`config.mk`:
```
export PLATFORM = sky130hd
export DESIGN_NAME = pipe_stage_reg
export DESIGN_NICKNAME = d
export VERILOG_FILES = /design/src/rtl/pipe_pkg.sv /design/src/rtl/pipe_slot.sv /design/src/rtl/pipe_stage_reg.sv
export SDC_FILE = /design/constraint.sdc
export NUM_CORES = 1
export LEC_CHECK = 0
export CAP_MARGIN = 20
export CORE_UTILIZATION = 25
export CTS_BUF_LIST = sky130_fd_sc_hd__clkbuf_8 sky130_fd_sc_hd__clkbuf_16
export DETAILED_ROUTE_END_ITERATION = 7
export PLACE_DENSITY_LB_ADDON = 0.05
export SLEW_MARGIN = 30
export SYNTH_ARGS = -nofsm -noshare
export SYNTH_HDL_FRONTEND = slang
export SYNTH_SLANG_ARGS = --single-unit
```
`constraint.sdc`:
```
create_clock -name clk -period 2.05 [get_ports clk]
set_input_delay 0.3075 -clock clk [delete_from_list [all_inputs] [get_ports clk]]
set_output_delay 0.3075 -clock clk [all_outputs]
set_load 0.005 [all_outputs]
```
`src/rtl/pipe_pkg.sv`:
```
// Shared widths, control-bit positions and payload sizing for the pipeline stage register.
package pipe_pkg;

    localparam int DATA_W_DEF = 32;
    localparam int WN_W_DEF   = 5;

    // Bit positions inside the control vector carried by each beat.
    localparam int CTRL_MEMTOREG = 0;
    localparam int CTRL_REGWRITE = 1;
    localparam int CTRL_SHIFT    = 2;

    // Width of one packed beat: {data fields, write number, control}.
    function automatic int payload_w(input int n_data, input int data_w,
                                     input int wn_w, input int ctrl_w);
        return n_data * data_w + wn_w + ctrl_w;
    endfunction

endpackage

```
`src/rtl/pipe_slot.sv`:
```
// One storage slot: a valid bit plus a packed payload {data, wn, ctrl}.
// Control sits in the low CTRL_W bits so it can be zeroed on its own.
module pipe_slot #(
    parameter int PAYLOAD_W = 40,
    parameter int CTRL_W    = 3
) (
    input  logic                 clk,
    input  logic                 rst,
    input  logic                 en,
    input  logic                 load,
    input  logic                 clear,
    input  logic                 clear_ctrl,
    input  logic                 clear_data,
    input  logic [PAYLOAD_W-1:0] d,
    output logic                 v,
    output logic [PAYLOAD_W-1:0] q
);

    // Reset wins, a low enable freezes the slot, load beats the clear terms.
    always_ff @(posedge clk) begin
        if (!rst) begin
            v <= 1'b0;
            q <= '0;
        end else if (en) begin
            if (load) begin
                v <= 1'b1;
                q <= d;
            end else begin
                if (clear)
                    v <= 1'b0;
                if (clear_ctrl)
                    q[CTRL_W-1:0] <= '0;
                if (clear_data)
                    q[PAYLOAD_W-1:CTRL_W] <= '0;
            end
        end
    end

endmodule

```
`src/rtl/pipe_stage_reg.sv`:
```
// Elastic pipeline register between two stages: main slot drives the outputs,
// skid slot absorbs the one beat that arrives while the consumer stalls.
//
// Handshake: a beat moves when valid and ready are both high at a rising edge.
// in_ready depends only on registered state (never on in_valid); out_valid never
// waits for out_ready; en_reg=0 drops both valid and ready and freezes everything.
module pipe_stage_reg
    import pipe_pkg::*;
#(
    parameter int DATA_W     = DATA_W_DEF,
    parameter int N_DATA     = 3,
    parameter int WN_W       = WN_W_DEF,
    parameter int CTRL_W     = 3,
    parameter int FLUSH_DATA = 0
) (
    input  logic                     clk,
    input  logic                     rst,
    input  logic                     en_reg,
    input  logic                     flush,
    input  logic                     in_valid,
    output logic                     in_ready,
    input  logic [N_DATA*DATA_W-1:0] in_data,
    input  logic [WN_W-1:0]          in_wn,
    input  logic [CTRL_W-1:0]        in_ctrl,
    output logic                     out_valid,
    input  logic                     out_ready,
    output logic [N_DATA*DATA_W-1:0] out_data,
    output logic [WN_W-1:0]          out_wn,
    output logic [CTRL_W-1:0]        out_ctrl,
    output logic [1:0]               occupancy
);

    localparam int DATA_TW   = N_DATA * DATA_W;
    localparam int PAYLOAD_W = payload_w(N_DATA, DATA_W, WN_W, CTRL_W);

    logic                 main_v, skid_v;
    logic [PAYLOAD_W-1:0] main_q, skid_q, main_d, in_payload;
    logic                 in_fire, out_fire;
    logic                 main_load, main_clear, skid_load, skid_clear;
    logic                 clr_ctrl, clr_data;

    assign in_payload = {in_data, in_wn, in_ctrl};
    assign in_ready   = en_reg & ~skid_v;
    assign out_valid  = en_reg & main_v;
    assign in_fire    = in_valid & in_ready & ~flush;
    assign out_fire   = out_valid & out_ready;

    // Steering: decide which slot loads, from where, and which slots empty.
    always_comb begin
        main_load  = 1'b0;
        main_clear = 1'b0;
        main_d     = in_payload;
        skid_load  = 1'b0;
        skid_clear = 1'b0;
        clr_ctrl   = 1'b0;
        clr_data   = 1'b0;
        if (flush) begin
            // Kill everything held; a beat taken downstream this cycle is already gone.
            main_clear = 1'b1;
            skid_clear = 1'b1;
            clr_ctrl   = 1'b1;
            clr_data   = (FLUSH_DATA != 0);
        end else if (skid_v) begin
            // Skid full means in_ready was low, so only the skid->main move is possible.
            if (out_fire) begin
                main_load  = 1'b1;
                main_d     = skid_q;
                skid_clear = 1'b1;
            end
        end else if (main_v) begin
            if (out_fire) begin
                if (in_fire)
                    main_load = 1'b1;
                else
                    main_clear = 1'b1;
            end else if (in_fire) begin
                skid_load = 1'b1;
            end
        end else if (in_fire) begin
            main_load = 1'b1;
        end
    end

    pipe_slot #(.PAYLOAD_W(PAYLOAD_W), .CTRL_W(CTRL_W)) u_main (
        .clk        (clk),
        .rst        (rst),
        .en         (en_reg),
        .load       (main_load),
        .clear      (main_clear),
        .clear_ctrl (clr_ctrl),
        .clear_data (clr_data),
        .d          (main_d),
        .v          (main_v),
        .q          (main_q)
    );

    pipe_slot #(.PAYLOAD_W(PAYLOAD_W), .CTRL_W(CTRL_W)) u_skid (
        .clk        (clk),
        .rst        (rst),
        .en         (en_reg),
        .load       (skid_load),
        .clear      (skid_clear),
        .clear_ctrl (clr_ctrl),
        .clear_data (clr_data),
        .d          (in_payload),
        .v          (skid_v),
        .q          (skid_q)
    );

    assign out_data  = main_q[PAYLOAD_W-1 -: DATA_TW];
    assign out_wn    = main_q[CTRL_W +: WN_W];
    // A bubble must never present live control bits (e.g. RegWrite).
    assign out_ctrl  = out_valid ? main_q[CTRL_W-1:0] : '0;
    assign occupancy = {1'b0, main_v} + {1'b0, skid_v};

endmodule

```
# Word-level counts from Yosys, hierarchy flattened
# Cells that the tools add are included.
# word_totals
register_bits	210
word_cells	53
# classes
n_addsub	1
mux	29
bitwise	7
n_reduce_logical	10
# op_table
op	count
104-bit two-way mux	3
1-bit two-way mux	22
3-bit two-way mux	4
2-bit AND reduction	6
2-bit nonzero test	4
1-bit AND	5
1-bit by 1-bit adder with 2-bit output	1
1-bit NOT	2

# Longest topological paths before layout
# Gate-level depths: netlist (run 1).
# depth
ltp_word	11
depth_mapped	7
depth_no_buf	4

# Modules after synthesis
# Synthesis (run 1) repeated with hierarchy kept, for this count alone.
# hier_totals
hier_cells	1067
area_unflattened_um2	9434.0
# by_module_without_submodules
mod	n_inst	cells_each	area_per_inst_um2
pipe_slot	2	467	3871.2
pipe_stage_reg	1	133	1691.6

# Worst setup path after synthesis (run 1)
# OpenSTA, ideal clock, no wires.
# synth_path
kind	reg2reg
startpoint	register u_main.v
endpoint	register u_skid.q[10]
arrival_time_ns	1.527
path_slack_ns	0.400
stages_incl_launch_ff	8
n_path_buf	3
synth_period_minus_slack_ns	1.650
path_cell_list	dfxtp_1 -> buf_2 -> nand2_1 -> or4_1 -> clkbuf_1 -> buf_2 -> nand2_1 -> a21boi_0
# synth_between
elab_chain_cells	7
# synth_rtl
item	line	source
start: declaration	pipe_slot.sv:15	output logic v,
start signal: assignment	pipe_slot.sv:22	v <= 1'b0;
start signal: assignment	pipe_slot.sv:26	v <= 1'b1;
start signal: assignment	pipe_slot.sv:30	v <= 1'b0;
1-bit AND	pipe_stage_reg.sv:44	assign out_valid = en_reg & main_v;
1-bit AND	pipe_stage_reg.sv:46	assign out_fire = out_valid & out_ready;
1-bit two-way mux	pipe_stage_reg.sv:71	if (out_fire) begin
1-bit two-way mux *	pipe_stage_reg.sv:70	end else if (main_v) begin
1-bit two-way mux *	pipe_stage_reg.sv:63	end else if (skid_v) begin
1-bit two-way mux *	pipe_stage_reg.sv:57	if (flush) begin
2-bit AND reduction (no line) *	n/a	
end signal: assignment	pipe_slot.sv:27	q <= d;
end signal: indexed assignment	pipe_slot.sv:32	q[CTRL_W-1:0] <= '0;
end signal: indexed assignment	pipe_slot.sv:34	q[PAYLOAD_W-1:CTRL_W] <= '0;
end: declaration	pipe_slot.sv:16	output logic [PAYLOAD_W-1:0] q
# Every way passes the cells marked *; elsewhere a longest branch is shown, timed or not.
# A chain may end at the register's enable or synchronous reset.

# Worst setup path in the final report (run 1)
# layout_path
startpoint	register u_skid.v
endpoint	output occupancy[1]
# layout_between
elab_chain_cells	1
# layout_rtl
item	line	source
start: declaration	pipe_slot.sv:15	
start signal: assignment	pipe_slot.sv:22	
start signal: assignment	pipe_slot.sv:26	
start signal: assignment	pipe_slot.sv:30	
1-bit by 1-bit adder with 2-bit output	pipe_stage_reg.sv:114	assign occupancy = {1'b0, main_v} + {1'b0, skid_v};
end: declaration	pipe_stage_reg.sv:30	output logic [1:0] occupancy
# Every way passes these cells.

==> results of run 1 <==
## cells in the final DEF, fill, tap and decap left out, types with 2 or more instances in the layout
cell / netlist / final
a21boi_0: 89 / 89
a21boi_1: 13 / 13
a31oi_1: 101 / 101
and2_1: 3 / 2
and3_4: 0 / 2
and4b_1: 2 / 2
buf_12: 0 / 18
buf_4: 101 / 24
clkbuf_16: 0 / 27
clkbuf_8: 0 / 4
clkdlybuf4s50_1: 0 / 211
dfxtp_1: 210 / 208
dfxtp_4: 0 / 2
dlygate4sd2_1: 0 / 5
inv_1: 3 / 14
inv_6: 0 / 2
mux2i_1: 4 / 4
nand2_1: 417 / 416
nand3_1: 3 / 3
o21ai_0: 92 / 92
o21ai_1: 13 / 13
o22ai_1: 4 / 4
## routing by layer
metal | global-route usage | part of all wire
met1 | 0.1918 | 0.47
met3 | 0.03346 | 0.063
met2 | 0.2370 | 0.45
met5 | 0 | 0.00091
met4 | 0.03180 | 0.015
## cell families (layout without fill, tap and decap cells)
| kind of cell | Yosys count | in the layout | synth area share |
|---|---|---|---|
| fa+ha+maj | 1 | 1 | 0.001375 |
| compound gates | 314 | 314 | 0.2156 |
| flops | 210 | 210 | 0.4621 |
| buf+inv | 197 | 307 | 0.1291 |
| simple gates | 435 | 435 | 0.1873 |
| mux | 4 | 4 | 0.004401 |
## repair_timing
action | CTS | global route
gates cloned | 0 | 0
setup endpoints to repair | 7 | 1
setup buffers | 1 | 0
gates resized for setup | 11 | 1
hold endpoints to repair | 0 | 0
## final cells by class
cell class | instances | area (um^2) | share of cell area
sequential | 210 | 4212 | 0.3494
multi-input combinational | 754 | 3754 | 0.3114
timing repair buffer | 259 | 2708 | 0.2246
clock buffer | 31 | 730.7 | 0.06061
tap | 461 | 576.8 | 0.04785
clock inverter | 14 | 63.81 | 0.005293
inverter | 3 | 11.26 | 0.0009341
## how the worst max path moves through the flow
stage                                      from                         to  slack (ps)  cells past startpoint
after floorplan           u_main.v$_SDFFE_PN0P_  u_skid.q[10]$_SDFFE_PN0P_         400                      7
after global placement                   en_reg   u_main.q[5]$_SDFFE_PN0P_         -50                      7
after detailed placement                 en_reg  u_skid.q[31]$_SDFFE_PN0P_        -100                      7
after CTS                 u_skid.v$_SDFFE_PN0P_                   in_ready           7                      2
after global routing                     en_reg                   in_ready          10                      3
final                     u_skid.v$_SDFFE_PN0P_               occupancy[1]         100                      2
## state kept, by name, summed over array words and instances, names as in the netlist
| register | count |
|---|---|
| u_skid.v | 1 |
| u_skid.q | 104 |
| u_main.v | 1 |
| u_main.q | 104 |
## through the flow
step | total power [mW] | instance area [um^2] | util | hold WS, ps
2_1_floorplan | 4.750 | 9097 | - | 435.3
3_3_place_gp | 5.216 | 11240 | 0.3152 | 442.7
3_5_place_dp | 5.211 | 11240 | 0.3152 | 446.9
4_1_cts | 9.610 | 12050 | 0.3380 | 198.0
5_1_grt | 9.823 | 12060 | 0.3381 | 221.8
6_report | 9.394 | 12060 | 0.3381 | 215.1
## power groups by stage
stage	logic, mW	registers (mW)	clock network [mW]
6_report	0.851	4.26	4.29
4_1_cts	0.868	4.26	4.48
3_3_place_gp	0.865	4.35	0
3_5_place_dp	0.862	4.35	0
5_1_grt	0.936	4.27	4.62
2_1_floorplan	0.428	4.32	0
==> reports/metrics.csv, run 1 <==
stage;metric;value;unit
die;Die Ht;192.8;um
global_routing;GRT Util Overall;0.1448;
cts;CTS max path bufs;3;
drt;WL/cell;15.85;um
worst_setup_path;Critical Path End Type;output port;
die;Die Area;37160;um^2
power_and_ir_drop;Leakage;4.377;nW
worst_setup_path;critical-path cell list;ha_1 > clkdlybuf4s50_1;
sta;final setup violation count;0;
run_status;failing checks;design-rule violations;
worst_setup_path;Worst Setup Start Kind;register;
sta;min Tclk post-route;1945;ps
die;core footprint;35660;um^2
hold_path;hold depth;2;
drt;Detail Route Antenna Nets;0;
synthesis;syn_nets;1272;
power_and_ir_drop;Logic pwr share;0.091;
final_layout;final std cells w/o fill;1732;
cts;clock sink total;210;
synthesis;sequential area share after synthesis;0.4621;
synthesis;most instantiated cells after synthesis;nand2_1, dfxtp_1, a31oi_1, buf_4, o21ai_0;
sta;count of pins over their slew limit;0;
power_and_ir_drop;Pint;7.209;mW
power_and_ir_drop;sw power;2.185;mW
cts;CTS Hold Bufs;0;
synthesis;post-synthesis register bit count;210;
final_layout;synthesis-to-layout area growth;32.51;%
synthesis;Post-synth EDFFs;0;
worst_setup_path;Critical R2R Capture;u_main.q[23]$_SDFFE_PN0P_;
worst_setup_path;critical path data required time;1740;ps
cts;worst skew pair latency;530;ps
worst_setup_path;Reg2Reg Setup Slack;300;ps
die;starting density of the core;0.2551;
drt;Remaining DRCs;33;
final_layout;nets@finish;1366;
worst_setup_path;Worst Path Max Fanout;8;
sta;setup ws final;104.6;ps
synthesis;distinct cell type count after synthesis;26;
place;port bufs;217;
synthesis;area leader, netlist;dfxtp_1;
drt;DR vias/cell;4.401;
global_routing;largest net degree at the start of global routing;59;
final_layout;share of cells above drive strength 1;0.06845;
drt;First DRT Iteration DRCs;334;
cts;H-tree levels;1;
sta;Worst Max-Slew Pin Slew;441.5;ps
global_routing;first-pass GRT wire length;42290;um
die;Rows;69;
synthesis;top cells by area, synth;dfxtp_1, nand2_1, buf_4;
synthesis;number of standard cells after synthesis;1161;
run_status;outcome;finished, violations left;
die;IO Count;218;
drt;number of iterations in the first detailed-routing pass;6;
sta;fmax;0.5140;GHz
synthesis;Avg Cell Area, Syn;7.836;um^2
sta;RSZ-0062 raised after global routing;no;
place;pre-CTS setup slack;-95.54;ps
place;Final GP Congestion;0.7100;
synthesis;count leader, synth;nand2_1;
global_routing;Overflow after GRT;0;
place;HPWL Detailed;17420;um
hold_path;HP Start;rst;
drt;Vias;7623;
power_and_ir_drop;Reg power frac;0.453;
final_layout;diode count;0;
hold_path;Hold EP;u_skid.q[34]$_SDFFE_PN0P_;
hold_path;Worst Hold Class;input pin to register;
worst_setup_path;CP max stage delay;550;ps
place;# placed instances;1686;
synthesis;async set-or-reset flop fraction in the synthesized netlist;0;
worst_setup_path;cell family with most CP delay;buffers and inverters;
power_and_ir_drop;peak supply drop;0.5341;mV
cts;CTS clock-pin slew for the worst setup and hold paths;60;ps
worst_setup_path;reg2reg start;u_main.v$_SDFFE_PN0P_;
drt;routed wire length;27450;um
cts;Root Driver;clkbuf_16;
synthesis;top cell type's share of synthesized area;0.4621;
worst_setup_path;Reg2Reg Depth;7;
sta;setup TNS;0;ps
sta;Final Hold Fails;0;
worst_setup_path;CP max-delay cell;clkdlybuf4s50_1;
power_and_ir_drop;Power Density;779.2;nW/um^2
synthesis;synth warn;0;
power_and_ir_drop;clock power share;0.456;
power_and_ir_drop;Sw Ratio;0.2326;
cts;Inserted Clock Buffers;27;
sta;final period utilization;0.9490;
synthesis;post-synthesis cell area;9097;um^2
flow_run;maxcap violations;0;
sta;clk_skew;8.391;ps
sta;relative slew slack;0.7056;
worst_setup_path;crit path kind;register to output port;
worst_setup_path;Buffers & Inverters on Critical Path;1;
global_routing;vias in the first global route;7319;
final_layout;Filler cells;3816;
worst_setup_path;crit path DAT;1640;ps
die;die width;192.8;um
global_routing;initial antenna violation count;2;
cts;CTS tree;built;
synthesis;ys flop type;dfxtp_1;
No activity file was read; power rests on OpenSTA's default activity.
==> run 2: changes to the inputs <==
--- a/config.mk
+++ b/config.mk
@@ -5,7 +5,7 @@
 export SDC_FILE = /design/constraint.sdc
 export NUM_CORES = 1
 export LEC_CHECK = 0
-export CAP_MARGIN = 20
+export CAP_MARGIN = 30
 export CORE_UTILIZATION = 25
 export CTS_BUF_LIST = sky130_fd_sc_hd__clkbuf_8 sky130_fd_sc_hd__clkbuf_16
 export DETAILED_ROUTE_END_ITERATION = 7
==> results of run 2 <==
Final layout, timing and power as in run 1 (identical DEF).
